$ cat src/rtl/des_sbox_layer_pkg.sv
// Shared DES S-box constants, the FSM state type and the S-box lookup helper.
// Each table is stored row-major (row*16 + col); the first hex digit is row 0, col 0.
package des_pkg;

  localparam int GRP_W   = 6;
  localparam int NIB_W   = 4;
  localparam int NUM_GRP = 8;

  typedef enum logic [1:0] {
    ST_IDLE = 2'd0,
    ST_CALC = 2'd1,
    ST_DONE = 2'd2
  } state_t;

  localparam logic [0:7][0:63][NIB_W-1:0] SBOX = {
    256'hE4D12FB83A6C5907_0F74E2D1A6CB9538_41E8D62BFC973A50_FC8249175B3EA06D,
    256'hF18E6B34972DC05A_3D47F28EC01A69B5_0E7BA4D158C6932F_D8A13F42B67C05E9,
    256'hA09E63F51DC7B428_D709346A285ECBF1_D6498F30B12C5AE7_1AD069874FE3B52C,
    256'h7DE3069A1285BC4F_D8B56F03472C1AE9_A690CB7DF13E5284_3F06A1D8945BC72E,
    256'h2C417AB6853FD0E9_EB2C47D150FA3986_421BAD78F9C5630E_B8C71E2D6F09A453,
    256'hC1AF92680D34E75B_AF427C9561DE0B38_9EF528C3704A1DB6_432C95FABE17608D,
    256'h4B2EF08D3C975A61_D0B7491AE35C2F86_14BDC37EAF680592_6BD814A7950FE23C,
    256'hD2846FB1A93E50C7_1FD8A374C56B0E92_7B419CE206ADF358_21E74A8DFC90356B
  };

  // Outer bits select the row, inner four bits the column.
  function automatic logic [NIB_W-1:0] sbox_lookup(input logic [2:0] idx,
                                                  input logic [GRP_W-1:0] six);
    return SBOX[idx][{six[5], six[0], six[4:1]}];
  endfunction

endpackage

$ cat src/rtl/des_sbox_layer_lane.sv
// One S-box evaluator; the caller chooses which of the eight tables to apply.
module des_sbox_lane
  import des_pkg::*;
(
  input  logic [2:0]       sel,
  input  logic [GRP_W-1:0] six,
  output logic [NIB_W-1:0] nib
);

  assign nib = sbox_lookup(sel, six);

endmodule

$ cat src/rtl/des_sbox_layer.sv
// DES S-box substitution layer, LANES S-boxes per cycle, valid/ready on both sides.
// Partial nibbles collect in acc_reg; out_data only updates once the whole word is done.
module des_sbox_layer
  import des_pkg::*;
#(
  parameter int LANES = 8
) (
  input  logic        clk,
  input  logic        rst_n,
  input  logic        in_valid,
  output logic        in_ready,
  input  logic [47:0] in_data,
  output logic        out_valid,
  input  logic        out_ready,
  output logic [31:0] out_data
);

  localparam int         ITERS    = NUM_GRP / LANES;
  localparam logic [2:0] LAST_CNT = 3'(NUM_GRP - LANES);
  localparam logic [2:0] STEP     = 3'(LANES);

  if (LANES != 1 && LANES != 2 && LANES != 4 && LANES != 8) begin : g_bad_lanes
    $error("des_sbox_layer: LANES must be 1, 2, 4 or 8 (ITERS=%0d)", ITERS);
  end

  state_t           state_reg, state_next;
  logic [2:0]       grp_cnt_reg;
  logic [47:0]      word_reg;
  logic [NIB_W-1:0] acc_reg [NUM_GRP];
  logic [31:0]      result_reg;

  logic [GRP_W-1:0] grp_bits [NUM_GRP];
  logic [NIB_W-1:0] merged [NUM_GRP];
  logic [31:0]      merged_word;
  logic [2:0]       lane_grp [LANES];
  logic [NIB_W-1:0] lane_nib [LANES];
  logic             accept;
  logic             last_step;

  for (genvar gi = 0; gi < NUM_GRP; gi++) begin : g_grp
    assign grp_bits[gi]                      = word_reg[47-GRP_W*gi -: GRP_W];
    assign merged_word[31-NIB_W*gi -: NIB_W] = merged[gi];
  end

  for (genvar gi = 0; gi < LANES; gi++) begin : g_lane
    assign lane_grp[gi] = grp_cnt_reg + 3'(gi);
    des_sbox_lane u_lane (
      .sel(lane_grp[gi]),
      .six(grp_bits[lane_grp[gi]]),
      .nib(lane_nib[gi])
    );
  end

  assign in_ready  = (state_reg == ST_IDLE) | ((state_reg == ST_DONE) & out_ready);
  assign accept    = in_valid & in_ready;
  assign last_step = (grp_cnt_reg == LAST_CNT);
  assign out_valid = (state_reg == ST_DONE);
  assign out_data  = result_reg;

  always_comb begin
    merged = acc_reg;
    for (int k = 0; k < LANES; k++) begin
      merged[lane_grp[k]] = lane_nib[k];
    end
  end

  always_comb begin
    state_next = state_reg;
    unique case (state_reg)
      ST_IDLE: if (accept) state_next = ST_CALC;
      ST_CALC: if (last_step) state_next = ST_DONE;
      ST_DONE: begin
        if (accept)         state_next = ST_CALC;
        else if (out_ready) state_next = ST_IDLE;
      end
      default: state_next = ST_IDLE;
    endcase
  end

  always_ff @(posedge clk or negedge rst_n) begin
    if (!rst_n) begin
      state_reg   <= ST_IDLE;
      grp_cnt_reg <= '0;
      word_reg    <= '0;
      result_reg  <= '0;
      for (int k = 0; k < NUM_GRP; k++) acc_reg[k] <= '0;
    end else begin
      state_reg <= state_next;
      if (accept) begin
        word_reg    <= in_data;
        grp_cnt_reg <= '0;
      end else if (state_reg == ST_CALC) begin
        acc_reg <= merged;
        if (last_step) begin
          grp_cnt_reg <= '0;
          result_reg  <= merged_word;
        end else begin
          grp_cnt_reg <= grp_cnt_reg + STEP;
        end
      end
    end
  end

endmodule

$ cat config.mk
export PLATFORM = sky130hd
export DESIGN_NAME = des_sbox_layer
export DESIGN_NICKNAME = d
export VERILOG_FILES = /design/src/rtl/des_sbox_layer_pkg.sv /design/src/rtl/des_sbox_layer_lane.sv /design/src/rtl/des_sbox_layer.sv
export SDC_FILE = /design/constraint.sdc
export NUM_CORES = 1
export LEC_CHECK = 0
export CAP_MARGIN = 20
export CORE_MARGIN = 2
export CORE_UTILIZATION = 35
export CTS_BUF_LIST = sky130_fd_sc_hd__clkbuf_4 sky130_fd_sc_hd__clkbuf_8
export DETAILED_ROUTE_END_ITERATION = 6
export HOLD_SLACK_MARGIN = 0.06
export PLACE_DENSITY = 0.55
export RECOVER_POWER = 100
export SLEW_MARGIN = 0
export SYNTH_ARGS = -nofsm -noshare
export SYNTH_HDL_FRONTEND = slang
export SYNTH_SLANG_ARGS = --single-unit
$ cat constraint.sdc
create_clock -name clk -period 2.13 [get_ports clk]
set_input_delay 0.3195 -clock clk [delete_from_list [all_inputs] [get_ports clk]]
set_output_delay 0.3195 -clock clk [all_outputs]
set_load 0.02 [all_outputs]
; ---- Word-level counts from Yosys, hierarchy flattened
; Memory sizes are Yosys's and may differ from the RTL's.
; Index checks and enable logic that the tools add are counted.
[op_classes]
n_eq_ne = 5
n_addsub = 7
bitwise_logic = 20
reduce_logical = 16
n_lt_le_gt_ge = 24
mux = 96
[ops]
columns = operator, count
row1 = 2-to-1 mux 256 bit, 16
row2 = bitwise mux 32 bit, 8
row3 = binary-select mux 4 bit (select 6 bit), 8
row4 = binary-select mux 6 bit (select 3 bit), 8
row5 = demux 4 bit (select 3 bit), 8
row6 = 2-to-1 mux 4 bit, 24
row7 = 2-to-1 mux 6 bit, 16
row8 = "greater-or-equal comparator 7 bit, second input constant", 8
row9 = NOT 6 -> 7 bit, 8
row10 = "greater-or-equal comparator 4 bit, second input constant", 8
row11 = "less-than comparator 4 x 1 -> 1 bit, second input constant", 8
row12 = NOT 3 -> 4 bit, 8
row13 = "adder 3 bit, second input constant", 4
row14 = 2-to-1 mux 3 bit, 3
row15 = logical AND 1 bit, 8
row16 = 2-to-1 mux 2 bit, 4
row17 = "adder 3 x 2 -> 3 bit, second input constant", 2
row18 = case mux 2 bit (3 select lines), 1
row19 = AND reduction 3 bit, 2
row20 = "inequality test 2 bit, second input constant", 2
row21 = AND reduction 2 bit, 2
row22 = nonzero test 2 bit, 2
row23 = "adder 3 x 1 -> 3 bit, second input constant", 1
row24 = logical NOT 3 bit, 1
row25 = 7 further kinds, 8
[word_totals]
register_bits = 117
mem_bits_ro = 16384
out_inout_bits = 34
n_memories = 8
[memory_table]
columns = name, words, word_bits, rd, rd_clocked_by_memory_dff, write_ports, line_no
row1 = (name not given), 8, 256, 1, 0, 0, des_sbox_layer_pkg.sv:29  ; return SBOX[idx][{six[5], six[0], six[4:1]}];
row2 = (name not given), 8, 256, 1, 0, 0, des_sbox_layer_pkg.sv:29
row3 = (name not given), 8, 256, 1, 0, 0, des_sbox_layer_pkg.sv:29
row4 = (name not given), 8, 256, 1, 0, 0, des_sbox_layer_pkg.sv:29
row5 = (name not given), 8, 256, 1, 0, 0, des_sbox_layer_pkg.sv:29
row6 = (name not given), 8, 256, 1, 0, 0, des_sbox_layer_pkg.sv:29
row7 = +2 memories, n/a, n/a, n/a, n/a, n/a, n/a

; ---- Logic depth before layout (Yosys ltp)
[logic_depth]
depth_word = 16
depth_mapped = 9
depth_no_buf = 7

; ---- By module
; Synthesis repeated with hierarchy kept, for this count alone.
[unflattened]
hier_cells = 4476
hier_area_um2 = 30181.4
[modules_own_cells]
columns = module, instances, area_each_um2, seq_area_each_um2, cells_per_inst
row1 = des_sbox_lane (g_lane[0].u_lane ...), 4, 3447.1, 0.0, 537
row2 = des_sbox_lane (g_lane[3].u_lane ...), 3, 3301.9, 0.0, 539
row3 = des_sbox_lane (g_lane[6].u_lane), 1, 3363.2, 0.0, 529
row4 = des_sbox_layer, 1, 3124.2, 2052.0, 182

; ---- Worst setup path after synthesis
; Ideal clock, no wire load.
[synth_path]
path_kind = flip-flop to flip-flop
startpoint = register word_reg[19], in the netlist grp_bits[19]
endpoint = register result_reg[15], in the netlist out_data[15]
stages_incl_launch_ff = 8
arrival_time_ns = 2.026
slack_ns = -0.014
period_less_slack_ns = 2.144
cell_sequence = dfrtp_1 inv_1 ha_1 buf_2 mux4_2 a311oi_1 a31oi_1 a21o_1
[synth_via]
elab_chain_len = 15
[synth_rtl]
columns = element, line_no
row1 = "start, declared", des_sbox_layer.sv:28  ; logic [47:0] word_reg;
row2 = "start signal, assigned", des_sbox_layer.sv:90  ; word_reg <= in_data;
row3 = binary-select mux 6 bit (select 3 bit), des_sbox_layer.sv:49  ; .six(grp_bits[lane_grp[gi]]),
row4 = 2-to-1 mux 6 bit (not written as such) (2 in a row), des_sbox_layer.sv:49
row5 = NOT 6 -> 7 bit (not written as such), des_sbox_layer_pkg.sv:29
row6 = binary-select mux 4 bit (select 6 bit), des_sbox_layer_pkg.sv:29
row7 = 2-to-1 mux 4 bit (not written as such) (2 in a row), des_sbox_layer_pkg.sv:29
row8 = bitwise mux 32 bit (7 in a row), des_sbox_layer.sv:63  ; merged[lane_grp[k]] = lane_nib[k];
row9 = bitwise mux 32 bit *, des_sbox_layer.sv:63
row10 = "end signal, assigned", des_sbox_layer.sv:96  ; result_reg <= merged_word;
row11 = "end, declared", des_sbox_layer.sv:30  ; logic [31:0] result_reg;
; Mark *: on every way between the ends. The rest lies on a longest branch, timed or not. The select of a mux whose other input is x is not followed.
; A chain may end at the register's enable or synchronous reset.

; ---- Final worst setup path
[layout_path]
startpoint = input out_ready
endpoint = output in_ready
[layout_via]
elab_chain_len = 2
[layout_rtl]
columns = element, line_no
row1 = "start, declared", des_sbox_layer.sv:14  ; input logic out_ready,
row2 = AND 1 bit, des_sbox_layer.sv:54  ; assign in_ready = (state_reg == ST_IDLE) | ((state_reg == ST_DONE) & out_ready);
row3 = OR 1 bit, des_sbox_layer.sv:54
row4 = "end, declared", des_sbox_layer.sv:11  ; output logic in_ready,
; No other way between the ends.

==> results.env <==
GRT_OVERFLOW=0
WORST_HOLD_PATH_TYPE='reg -> reg'
SYNTH_SIMPLE_GATE_AREA_SHARE_PCT=19.3
WL_PER_CELL_UM=15.7
GRT_ANTENNA_BEFORE_REPAIR=0
GRT_PASS1_WL_UM=34800
FINISH.INSTANCE_AREA_UM2=9260
DOMINANT_SYNTHESIZED_FLOP_CELL='sky130_fd_sc_hd__dfrtp_1'
CTSHTREEMAXLEVEL=3
HOLD_VIOLATIONS_FINAL=0
GRT_MAX_DEGREE=83
SYN_AVG_CELL_AREA_UM2=8.05
GRT_SETUP_UNREPAIRED='false'
CELL_BREAKDOWN_OF_THE_CRITICAL_PATH='clkdlybuf4s50_1 -> inv_1 -> a21oi_1 -> dlygate4sd3_1'
DRIVE_ABOVE_1_SHARE_PCT=11.8
WORSTSKEWPAIRLATENCY_PS=380
SYNTHESIS.INSTANCES=965
CP_SLOWEST_CELL='sky130_fd_sc_hd__dlygate4sd3_1'
ARRIVAL_TIME_AT_THE_WORST_ENDPOINT_PS=1670
ROUTED-VIA-COUNT=7292
CRIT_FAMILY='buffers and inverters'
FINAL.HOLD.WORST_SLACK_PS=476
CP.REQUIRED_PS=1810
PATH_MAX_FANOUT=2
FINALPOWER_mW=10.2
SYN-NUM-NETS=1080
PEAK_SUPPLY_DROP_mV=0.386
CLOCK_BUFFER_COUNT_FROM_CTS=9
MAX_CLOCK_FREQ_MHz=504
TRITONCTS='done'
YOSYS-MUX-AREA-FRACTION_PCT=7.49
FINALWORSTSETUPSLACK_PS=145
FF2FF_SETUP_SLACK_PS=170
YS_TYPES=74
SYNTH_ASYNC_SR_FLOP_SHARE_PCT=100
FINALCRITPERIODSHARE_PCT=93.2
CLKSLEWWORSTSETUPHOLDPATHS_PS=90
FP.COREAREA_UM2=21800
DETAILED_PLACE_HPWL_UM=14700
CLOCK_PATH_BUFFERS=2
SETUP.WORST_PATH.CLASS='in -> out'
SYN-CELL-AREA_UM2=7770
DESIGN.DIE.AREA_UM2=23400
DRV.MAX_CAP_VIOLATION_COUNT=0
SLEW_VIOL_FINAL=0
LAYOUT.FILLER_CELLS=2183
CRIT_PATH_START_KIND='input pin'
ROUTE.DETAILED.VIAS_PER_INST=5.50
MOST-COMMON-LAYOUT-CELLS='sky130_fd_sc_hd__nand2_1, sky130_fd_sc_hd__o21ai_0, sky130_fd_sc_hd__dfrtp_1'
CLOCK_SINKS=82
IO_PINS=86
SYNTH_TOP_FAMILY_BY_AREA='compound AO/OA/AOI/OAI gates'
ANT_NETS=0
P_PER_AREA_nW_PER_UM2=1100
NNETSFINAL=1155
FINAL_UTIL_PCT=42.4
SYNTH-SEQ-CELLS=82
DR.PASS1.ITERS=5
NUMPLACEDINSTANCES=1308
SYNTH-ADDER-AREA-SHARE_PCT=10.1
GLOBALPLACE.CONGESTION=0.837
WORST_PIN_SLEW_PS=1200
STATIC-LEAKAGE-POWER_nW=3.84
ROW_COUNT=54
MAX_SLEW_MARGIN_PCT=20.1
XOR_XNOR_FRACTION_OF_SYNTH_AREA_PCT=2.14
GRT_PASS1_VIAS=6842
WORSTSETUPENDPOINTTYPE='output pin'
LARGEST_REGISTER_FFS=48
LAYOUT_MIN_CYCLE_TIME_PS=1980
SYNTH_SEQ_AREA_SHARE_PCT=26.4
STATUS='finished clean'
YOSYSWARNINGS=0
CLOCK-SKEW-FINAL_PS=8.77
TOTAL_SETUP_VIOLATIONS_REPORTED_AT_THE_END_OF_THE_FLOW=0
DIE_HEIGHT_UM=153
TIMING.CRITICAL_PATH.SLOWEST_CELL_DELAY_PS=690
ANTENNADIODECOUNT=0
LAYOUT-AREA-OVERHEAD-VS-SYNTH_PCT=19.2
DETAIL_ROUTE.WIRELENGTH_UM=20900
FLOORPLAN.INITIALDENSITY_PCT=35.6
PLACE_WS_PS=166
SYNTH-EDFF-COUNT=0
DIE_X_UM=153
CLOCK_TREE.ROOT_CELL='sky130_fd_sc_hd__clkbuf_8'
PLACED_CELL_AREA_UM2=9110
SETUP_TNS_PS=0
MOSTFREQUENTLAYOUTCELL='sky130_fd_sc_hd__nand2_1'
DRT_FIRST_ITER_VIOLATIONS=372
CRITICAL_PATH_BUF_INV_COUNT=3
DRC=0
SYNTHESIZED_AREA_FRACTION_OCCUPIED_BY_AO_OA_AOI_AND_OAI_CELLS_PCT=26.6
NUMPORTBUFFERS=85
STDCELL_COUNT=1325
GR-USAGE-ALL-LAYERS_PCT=17.9
## per-layer routing
metal	track usage [%]	part of all wire, %	routed length [um]	up-vias
met4	6.92	2.5	515	0
met2	28.0	45	9390	187
met3	2.58	4.2	878	32
met1	25.0	48	10100	3430
met5	0	0	0	-
li1	-	-	-	3643
## cell type report
class	count	area (um2)	share of cell area [%]
inverter	47	176	1.91
sequential	82	2050	22.2
multi-input combinational	746	5110	55.2
tap	280	350	3.79
clock inverter	3	40.0	0.433
timing repair buffer	154	1370	14.8
clock buffer	13	154	1.66
## path summary, 6_finish.rpt
kind | start | to | depth (start not counted)
setup / recovery | out_ready | in_ready | 4
hold / removal | out_data[2]$_DFFE_PN0P_ | out_data[2]$_DFFE_PN0P_ | 2
setup reg to reg | grp_bits[19]$_DFFE_PN0N_ | out_data[15]$_DFFE_PN0P_ | 6
hold reg to reg | out_data[2]$_DFFE_PN0P_ | out_data[2]$_DFFE_PN0P_ | 2
max in group asynchronous | rst_n | grp_bits[7]$_DFFE_PN0N_ | 3
min in group asynchronous | rst_n | out_data[18]$_DFFE_PN0P_ | 3
## cells in the mapped netlist, types with 15 or more instances
cell type                   n  area share [%]
sky130_fd_sc_hd__buf_2     36             2.3
sky130_fd_sc_hd__o21ai_0   84             5.4
sky130_fd_sc_hd__a211oi_1  29             2.8
sky130_fd_sc_hd__clkbuf_1  45             2.2
sky130_fd_sc_hd__inv_1     46             2.2
sky130_fd_sc_hd__a31oi_1   19             1.5
sky130_fd_sc_hd__nor2_1    70             3.4
sky130_fd_sc_hd__nand2_1   97             4.7
sky130_fd_sc_hd__a21oi_1   58             3.7
sky130_fd_sc_hd__mux2i_1   15             1.9
sky130_fd_sc_hd__dfrtp_1   82              26
sky130_fd_sc_hd__nor2b_1   26             2.1
sky130_fd_sc_hd__nand2b_1  28             2.3
sky130_fd_sc_hd__o211ai_1  15             1.4
sky130_fd_sc_hd__mux2_2    20             2.9
sky130_fd_sc_hd__ha_1      63              10
sky130_fd_sc_hd__nor3_1    23             1.5
## worst reg2reg max path: cells and delay by family, from the launching register on
kind / cells / cell delay (ps)
adder cells (fa/ha/maj): 1 / 270
AO/OA/AOI/OAI: 3 / 550
multiplexers: 1 / 480
flip-flops: 1 / 400
buffers and inverters: 1 / 160
## power breakdown
| group | switching, mW | internal [mW] | total (mW) |
|---|---|---|---|
| combinational | 3.40 | 2.80 | 6.20 |
| clock | 0.614 | 0.593 | 1.21 |
| sequential | 0.678 | 2.08 | 2.75 |
| total | 4.69 | 5.47 | 10.2 |
## logic make-up after synthesis
logic type               after synthesis
AO/OA/AOI/OAI                        312
XOR/XNOR                              19
adder cells (fa/ha/maj)               63
buffers and inverters                137
flip-flops                            82
multiplexers                          44
AND/OR/NAND/NOR                      308
## timing repair
item                                   in CTS  in global routing
setup endpoints to repair                   0                  3
hold buffers                                1                  0
gates resized for setup                     0                  2
buffers inserted                            0                  0
endpoints found under the hold margin      82                  0
Power figures use the tool's default switching activity.
